<file path="src/rtl/sm_adder_pkg.sv">
`default_nettype none
// ============================================================================
//  Module   : sm_adder_pkg
//  Purpose  : Shared states and sign-magnitude add function for the table loader
//  Revision : 1.0  initial release
// ============================================================================
package sm_adder_pkg;

   localparam int c_dw     = 8;
   localparam int c_mag_w  = c_dw - 1;
   localparam int c_res_w  = c_dw + 1;

   typedef enum logic [2:0] {
      IDLE   = 3'd0,
      FILL   = 3'd1,
      VERIFY = 3'd2,
      VDRAIN = 3'd3,
      DONE   = 3'd4
   } state_t;

   // Operands are zero-extended to c_dw; w is the live operand width (sign at bit w-1).
   function automatic logic [c_res_w-1:0] sm_add(input logic [c_dw-1:0] a,
                                                 input logic [c_dw-1:0] b,
                                                 input int unsigned     w);
      logic               sa;
      logic               sb;
      logic               sgn;
      logic [c_mag_w-1:0] mmask;
      logic [c_mag_w-1:0] ma;
      logic [c_mag_w-1:0] mb;
      logic [c_mag_w:0]   mag;
      mmask = ~({c_mag_w{1'b1}} << (w - 1));
      ma    = a[c_mag_w-1:0] & mmask;
      mb    = b[c_mag_w-1:0] & mmask;
      sa    = 1'(a >> (w - 1));
      sb    = 1'(b >> (w - 1));
      if (sa == sb) begin
         mag = {1'b0, ma} + {1'b0, mb};
         sgn = sa;
      end else if (ma >= mb) begin
         mag = {1'b0, ma - mb};
         sgn = sa;
      end else begin
         mag = {1'b0, mb - ma};
         sgn = sb;
      end
      if (mag == '0) begin
         sgn = 1'b0;
      end
      return c_res_w'(mag) | (c_res_w'(sgn) << w);
   endfunction

endpackage : sm_adder_pkg
`default_nettype wire

</file>
<file path="src/rtl/sm_adder_table_loader_if.sv">
`default_nettype none
// ============================================================================
//  Module   : sm_adder_table_loader_if
//  Purpose  : Control handshake plus table-RAM write/read ports of the loader
//  Revision : 1.0  initial release
// ============================================================================
interface sm_adder_table_loader_if #(
   parameter int DATA_WIDTH = 8,
   parameter int ADDR_WIDTH = 16
) ();

   logic                  start;
   logic                  verify_en;
   logic                  busy;
   logic                  done;
   logic                  error;
   logic [ADDR_WIDTH-1:0] err_addr;
   logic [ADDR_WIDTH-1:0] err_count;
   logic                  wr_en;
   logic [ADDR_WIDTH-1:0] wr_addr;
   logic [DATA_WIDTH:0]   wr_data;
   logic                  rd_en;
   logic [ADDR_WIDTH-1:0] rd_addr;
   logic [DATA_WIDTH:0]   rd_data;

   modport master (
      input  start, verify_en, rd_data,
      output busy, done, error, err_addr, err_count,
             wr_en, wr_addr, wr_data, rd_en, rd_addr
   );

   modport slave (
      output start, verify_en, rd_data,
      input  busy, done, error, err_addr, err_count,
             wr_en, wr_addr, wr_data, rd_en, rd_addr
   );

endinterface : sm_adder_table_loader_if
`default_nettype wire

</file>
<file path="src/rtl/sm_add_core.sv">
`default_nettype none
// ============================================================================
//  Module   : sm_add_core
//  Purpose  : Combinational sign-magnitude adder, {a,b} -> DATA_WIDTH+1 sum
//  Revision : 1.0  initial release
// ============================================================================
module sm_add_core
   import sm_adder_pkg::*;
#(
   parameter int DATA_WIDTH = 8
) (
   input  logic [DATA_WIDTH-1:0] i_a,
   input  logic [DATA_WIDTH-1:0] i_b,
   output logic [DATA_WIDTH:0]   o_sum
);

   assign o_sum = (DATA_WIDTH + 1)'(sm_add(c_dw'(i_a), c_dw'(i_b), DATA_WIDTH));

endmodule : sm_add_core
`default_nettype wire

</file>
<file path="src/rtl/sm_adder_table_loader.sv">
`default_nettype none
// ============================================================================
//  Module   : sm_adder_table_loader
//  Purpose  : Fills the sign-magnitude adder table RAM, optionally reads it back
//  Revision : 1.0  initial release
// ============================================================================
module sm_adder_table_loader
   import sm_adder_pkg::*;
#(
   parameter int DATA_WIDTH = 8,
   parameter int ADDR_WIDTH = 16
) (
   input  logic                     clk,
   input  logic                     reset,
   sm_adder_table_loader_if.master  bus
);

   if (ADDR_WIDTH != 2 * DATA_WIDTH || DATA_WIDTH < 2 || DATA_WIDTH > c_dw) begin : g_cfg_check
      $error("sm_adder_table_loader: ADDR_WIDTH must be 2*DATA_WIDTH, DATA_WIDTH in 2..8");
   end

   state_t                r_state;
   state_t                w_next;
   logic [ADDR_WIDTH-1:0] r_cnt;
   logic                  r_verify;
   logic                  r_exp_valid;
   logic [DATA_WIDTH:0]   r_exp_data;
   logic [ADDR_WIDTH-1:0] r_exp_addr;
   logic                  r_error;
   logic [ADDR_WIDTH-1:0] r_err_addr;
   logic [ADDR_WIDTH-1:0] r_err_count;
   logic [DATA_WIDTH:0]   w_sum;
   logic                  w_last;
   logic                  w_accept;
   logic                  w_mismatch;
   logic                  w_wr_en;
   logic                  w_rd_en;
   logic                  w_busy;
   logic                  w_done;

   // One adder serves both the write data and the verify expectation.
   sm_add_core #(
      .DATA_WIDTH (DATA_WIDTH)
   ) u_core (
      .i_a   (r_cnt[ADDR_WIDTH-1:DATA_WIDTH]),
      .i_b   (r_cnt[DATA_WIDTH-1:0]),
      .o_sum (w_sum)
   );

   assign w_last     = (r_cnt == '1);
   assign w_accept   = (r_state == IDLE) && bus.start;
   assign w_mismatch = r_exp_valid && (bus.rd_data != r_exp_data);

   always_ff @(posedge clk or posedge reset) begin
      if (reset) begin
         r_state <= IDLE;
      end else begin
         r_state <= w_next;
      end
   end

   always_comb begin
      w_next  = r_state;
      w_wr_en = 1'b0;
      w_rd_en = 1'b0;
      w_busy  = 1'b0;
      w_done  = 1'b0;
      case (r_state)
         IDLE: begin
            if (bus.start) begin
               w_next = FILL;
            end
         end
         FILL: begin
            w_busy  = 1'b1;
            w_wr_en = 1'b1;
            if (w_last) begin
               w_next = r_verify ? VERIFY : DONE;
            end
         end
         VERIFY: begin
            w_busy  = 1'b1;
            w_rd_en = 1'b1;
            if (w_last) begin
               w_next = VDRAIN;
            end
         end
         VDRAIN: begin
            w_busy = 1'b1;
            w_next = DONE;
         end
         DONE: begin
            w_done = 1'b1;
            w_next = IDLE;
         end
         default: begin
            w_next = IDLE;
         end
      endcase
   end

   always_ff @(posedge clk or posedge reset) begin
      if (reset) begin
         r_cnt       <= '0;
         r_verify    <= 1'b0;
         r_exp_valid <= 1'b0;
         r_exp_data  <= '0;
         r_exp_addr  <= '0;
         r_error     <= 1'b0;
         r_err_addr  <= '0;
         r_err_count <= '0;
      end else begin
         // Read data returns a cycle later, so the expectation trails by one.
         r_exp_valid <= w_rd_en;
         r_exp_data  <= w_sum;
         r_exp_addr  <= r_cnt;
         if (w_accept) begin
            r_cnt       <= '0;
            r_verify    <= bus.verify_en;
            r_error     <= 1'b0;
            r_err_addr  <= '0;
            r_err_count <= '0;
         end else begin
            if (w_wr_en || w_rd_en) begin
               r_cnt <= r_cnt + ADDR_WIDTH'(1);
            end
            if (w_mismatch) begin
               r_error <= 1'b1;
               if (!r_error) begin
                  r_err_addr <= r_exp_addr;
               end
               if (r_err_count != '1) begin
                  r_err_count <= r_err_count + ADDR_WIDTH'(1);
               end
            end
         end
      end
   end

   assign bus.busy      = w_busy;
   assign bus.done      = w_done;
   assign bus.error     = r_error;
   assign bus.err_addr  = r_err_addr;
   assign bus.err_count = r_err_count;
   assign bus.wr_en     = w_wr_en;
   assign bus.wr_addr   = w_wr_en ? r_cnt : '0;
   assign bus.wr_data   = w_wr_en ? w_sum : '0;
   assign bus.rd_en     = w_rd_en;
   assign bus.rd_addr   = w_rd_en ? r_cnt : '0;

endmodule : sm_adder_table_loader
`default_nettype wire
</file>
<file path="src/flat_wrapper.sv">
// flat-port wrapper written by rule: the top's interface ports become plain ports
module sm_adder_table_loader_flat import sm_adder_pkg::*;
#(
   parameter int DATA_WIDTH = 8,
   parameter int ADDR_WIDTH = 16
)
  (clk, reset, bus_start, bus_verify_en, bus_rd_data, bus_busy, bus_done, bus_error, bus_err_addr, bus_err_count, bus_wr_en, bus_wr_addr, bus_wr_data, bus_rd_en, bus_rd_addr);
  sm_adder_table_loader_if #(.DATA_WIDTH(DATA_WIDTH), .ADDR_WIDTH(ADDR_WIDTH)) bus_i ();
  input  logic clk;
  input  logic reset;
  input wire logic [$bits(bus_i.start)-1:0] bus_start;
  input wire logic [$bits(bus_i.verify_en)-1:0] bus_verify_en;
  input wire logic [$bits(bus_i.rd_data)-1:0] bus_rd_data;
  output wire logic [$bits(bus_i.busy)-1:0] bus_busy;
  output wire logic [$bits(bus_i.done)-1:0] bus_done;
  output wire logic [$bits(bus_i.error)-1:0] bus_error;
  output wire logic [$bits(bus_i.err_addr)-1:0] bus_err_addr;
  output wire logic [$bits(bus_i.err_count)-1:0] bus_err_count;
  output wire logic [$bits(bus_i.wr_en)-1:0] bus_wr_en;
  output wire logic [$bits(bus_i.wr_addr)-1:0] bus_wr_addr;
  output wire logic [$bits(bus_i.wr_data)-1:0] bus_wr_data;
  output wire logic [$bits(bus_i.rd_en)-1:0] bus_rd_en;
  output wire logic [$bits(bus_i.rd_addr)-1:0] bus_rd_addr;
  assign bus_i.start = bus_start;
  assign bus_i.verify_en = bus_verify_en;
  assign bus_i.rd_data = bus_rd_data;
  assign bus_busy = bus_i.busy;
  assign bus_done = bus_i.done;
  assign bus_error = bus_i.error;
  assign bus_err_addr = bus_i.err_addr;
  assign bus_err_count = bus_i.err_count;
  assign bus_wr_en = bus_i.wr_en;
  assign bus_wr_addr = bus_i.wr_addr;
  assign bus_wr_data = bus_i.wr_data;
  assign bus_rd_en = bus_i.rd_en;
  assign bus_rd_addr = bus_i.rd_addr;
  sm_adder_table_loader #(.DATA_WIDTH(DATA_WIDTH), .ADDR_WIDTH(ADDR_WIDTH)) u_core (.clk(clk), .reset(reset), .bus(bus_i));
endmodule
</file>
<file path="config.mk">
export PLATFORM = sky130hd
export DESIGN_NAME = sm_adder_table_loader_flat
export DESIGN_NICKNAME = d
export VERILOG_FILES = /design/src/rtl/sm_adder_pkg.sv /design/src/rtl/sm_adder_table_loader_if.sv /design/src/rtl/sm_add_core.sv /design/src/rtl/sm_adder_table_loader.sv /design/src/flat_wrapper.sv
export SDC_FILE = /design/constraint.sdc
export NUM_CORES = 1
export LEC_CHECK = 0
export CORE_ASPECT_RATIO = 1.75
export CORE_MARGIN = 2
export CORE_UTILIZATION = 57
export CTS_CLUSTER_SIZE = 30
export DETAILED_ROUTE_END_ITERATION = 6
export PLACE_DENSITY = 0.88
export SETUP_SLACK_MARGIN = 0.15
export SLEW_MARGIN = 40
export SYNTH_ARGS = -nofsm -noshare
export SYNTH_HDL_FRONTEND = slang
export SYNTH_HIERARCHICAL = 1
export SYNTH_SLANG_ARGS = --single-unit
</file>
<file path="constraint.sdc">
create_clock -name clk -period 9.6 [get_ports clk]
set_clock_uncertainty 0.2 [all_clocks]
set_input_delay 1.92 -clock clk [delete_from_list [all_inputs] [get_ports clk]]
set_output_delay 1.92 -clock clk [all_outputs]
set_load 0.1 [all_outputs]
</file>
==> results.json <==
{
  "cpPeakStageDelay_ps": 550,
  "critPathSlowestCell": "dfrtp_1",
  "worstRegToRegCells": 9,
  "p_leak_nw": 2.726,
  "grt_antenna_before_repair": 0,
  "hold_slack_ps": 271.0,
  "clk_path_buf_depth": 2,
  "nets": 646,
  "critical_path_class": "reg -> out",
  "post-route-period-util_pct": 60.55,
  "hold_viol": 0,
  "timing.rr.end": "u_core/r_exp_data[8]",
  "grt_pass1_wl_um": 21690,
  "post-place-ws_ps": 4193,
  "cts_root_buf": "clkbuf_16",
  "io_pins": 91,
  "mappedNetlistNets": 565,
  "synth_seq_cells": 79,
  "numCtsBuffers": 9,
  "worstReg2RegStart": "u_core/r_cnt[12]",
  "postCtsHoldBufs": 0,
  "cts-htree-levels": 3,
  "route.detailed.drc": 0,
  "drtPass1Iterations": 6,
  "status": "finished clean",
  "hold_path_class": "reg -> reg",
  "cts_tree": "done",
  "die_h_um": 125.7,
  "final_common_cell": "dfrtp_1",
  "crit_chain": "inv_1 > ha_1 > a21o_1 > a211oi_2 > a21boi_4 > a211oi_1 > nor4_1 > a221oi_2 > a31oi_1 > and2_1 > buf_2",
  "max_freq_mhz": 172.0,
  "critPathLaunchType": "register",
  "cp_max_fo": 8,
  "tns_ps": 0,
  "grt_start_max_net_pins": 80,
  "gp_congestion": 0.9766,
  "slew_viol_final": 0,
  "crit_buf_inv": 2,
  "setup-violations-final": 0,
  "cts_resized": 0,
  "worstMarginPinSlew_ps": 751.7,
  "synth-edff-count": 0,
  "die_w_um": 73.53,
  "syn-instance-count": 525,
  "worstPathArrival_ps": 3690,
  "rows": 44,
  "synth.largest_area_cell": "dfrtp_1",
  "port-buffer-count": 90,
  "r2r_slack_ps": 6360,
  "grt_overflow": 0,
  "vias_per_cell": 6.296,
  "core_mm2": 0.008258,
  "path_depth": 11,
  "finalNonFillerCells": 703,
  "pwr_density_cell_mw_per_mm2": 322.7,
  "drive_gt1_share_pct": 21.11,
  "grt_pass1_vias": 4182,
  "cp_top_family": "compound AO/OA/AOI/OAI gates",
  "placed_area_mm2": 0.005388,
  "routed_wirelength_um": 13910,
  "crit_end": "bus_wr_data[8]",
  "dp.final_hpwl_um": 10120,
  "startpoint": "u_core/r_cnt[12]",
  "syn_avg_cell_area_um2": 9.185,
  "mostFrequentLayoutCells": "dfrtp_1 (79), buf_2 (78), and2_1 (47)",
  "synth_ff_type": "dfrtp_1",
  "clkTransAtPathRegs_ps": 60,
  "vias": 4426,
  "die_area_mm2": 0.009241,
  "clk_latency_ps": 340,
  "synthTopCellsByArea": "dfrtp_1 (41%), ha_1 (6.2%), and2_1 (6.1%)",
  "vdd.ir_drop.worst_v": 0.0002802,
  "synth_cell_types": 70,
  "total_power_mw": 1.834,
  "dp.cells": 687,
  "wl_per_cell_um": 19.78,
  "ys_warn_count": 6,
  "rsz0062_at_grt": "false",
  "relSlewSlack_pct": 49.43,
  "ant_nets": 0,
  "max-cap-violations": 0,
  "fin_crit_ps": 5812,
  "post-cts-setup-buffer-count": 0,
  "fin_util_pct": 68.85,
  "synth_top_cell_area_share_pct": 41.00,
  "crit_required_ps": 7480,
  "cts_sinks": 79,
  "ys_seq_area_share_pct": 41.00,
  "cp-end-kind": "primary output",
  "async_flop_share_pct": 100.0,
  "stdcell_area_mm2": 0.005685,
  "diodes": 0,
  "synthesis.area_mm2": 0.004822,
  "setup_ws_ps": 3788,
  "syn_to_final_growth_pct": 17.90,
  "track_usage_pct": 30.97,
  "start_util_pct": 58.39,
  "drt_iter0_drc": 354
}
layout make-up:
type	count	area [µm²]
clock inverter	7	72.57
clock buffer	9	225.2
sequential	79	1977
inverter	23	86.33
multi-input combinational	398	2658
timing repair buffer	95	551.8
tap	92	115.1
fill	646	2572
state kept, by name (all words and copies together) (netlist names):
| signal | cells |
|---|---|
| u_core/bus.err_addr | 16 |
| u_core/bus.err_count | 16 |
| u_core/bus.error | 1 |
| u_core/r_cnt | 16 |
| u_core/r_exp_addr | 16 |
| u_core/r_exp_data | 9 |
| u_core/r_exp_valid | 1 |
| u_core/r_state | 3 |
| u_core/r_verify | 1 |
metal layers:
layer	GRT usage (%)	up-vias	share of wire, %	wire length [µm]
li1	-	2026	-	-
met2	55.88	198	56	7725
met4	15.40	0	5.0	702
met3	4.240	54	4.8	667
met5	0	-	0	0
met1	34.06	2148	35	4810
cell usage after synthesis (all sizes together), types with 3 or more instances:
master,count
nand3,29
o21bai,3
or3,7
a21o,6
nor3,10
nand4,10
mux2i,4
buf,11
inv,23
fa,3
xnor2,5
and2,48
o21ai,30
a31oi,4
a211oi,7
o31ai,5
nand4b,3
nand2,40
and4,4
a221oi,4
xor2,20
nor2b,5
a21oi,28
nor2,37
or4,6
nand3b,3
nor4,6
dfrtp,79
ha,24
and3,13
clkbuf,14
nand2b,8
worst min-delay path: stages (launching register included):
cell     delay (ps)
dfrtp_1         320
nand3_1          50
o21ai_0          60
worst min path at each step:
| stage | start | endpoint | slack (ps) | cells past startpoint |
|---|---|---|---|---|
| detailed placement | u_core/r_exp_addr[15] | u_core/bus.err_addr[15] | 260 | 2 |
| global placement | u_core/r_exp_addr[6] | u_core/bus.err_addr[6] | 250 | 2 |
| global route | u_core/r_exp_addr[6] | u_core/bus.err_addr[6] | 300 | 2 |
| floorplan | u_core/r_exp_addr[0] | u_core/bus.err_addr[0] | 240 | 2 |
| finish | u_core/r_exp_addr[6] | u_core/bus.err_addr[6] | 270 | 2 |
| CTS | u_core/r_exp_addr[15] | u_core/bus.err_addr[15] | 270 | 2 |
power by group:
| part | internal, mW | switching [mW] | total [mW] |
|---|---|---|---|
| logic | 0.250 | 0.756 | 1.01 |
| clock network | 0.201 | 0.136 | 0.337 |
| registers | 0.395 | 0.0971 | 0.492 |
| total | 0.846 | 0.989 | 1.83 |
cell families (layout without fill, tap and decap cells):
| group | count (synthesis) | in the layout | synth area share [%] |
|---|---|---|---|
| AND/OR/NAND/NOR | 234 | 234 | 26.83 |
| AO/OA/AOI/OAI | 108 | 108 | 15.13 |
| flip-flops | 79 | 79 | 41.00 |
| buffers and inverters | 48 | 134 | 4.203 |
| adder cells (fa/ha/maj) | 27 | 27 | 7.473 |
| XOR/XNOR | 25 | 25 | 4.541 |
| multiplexers | 4 | 4 | 0.8303 |
No activity file was read; power rests on OpenSTA's default activity.
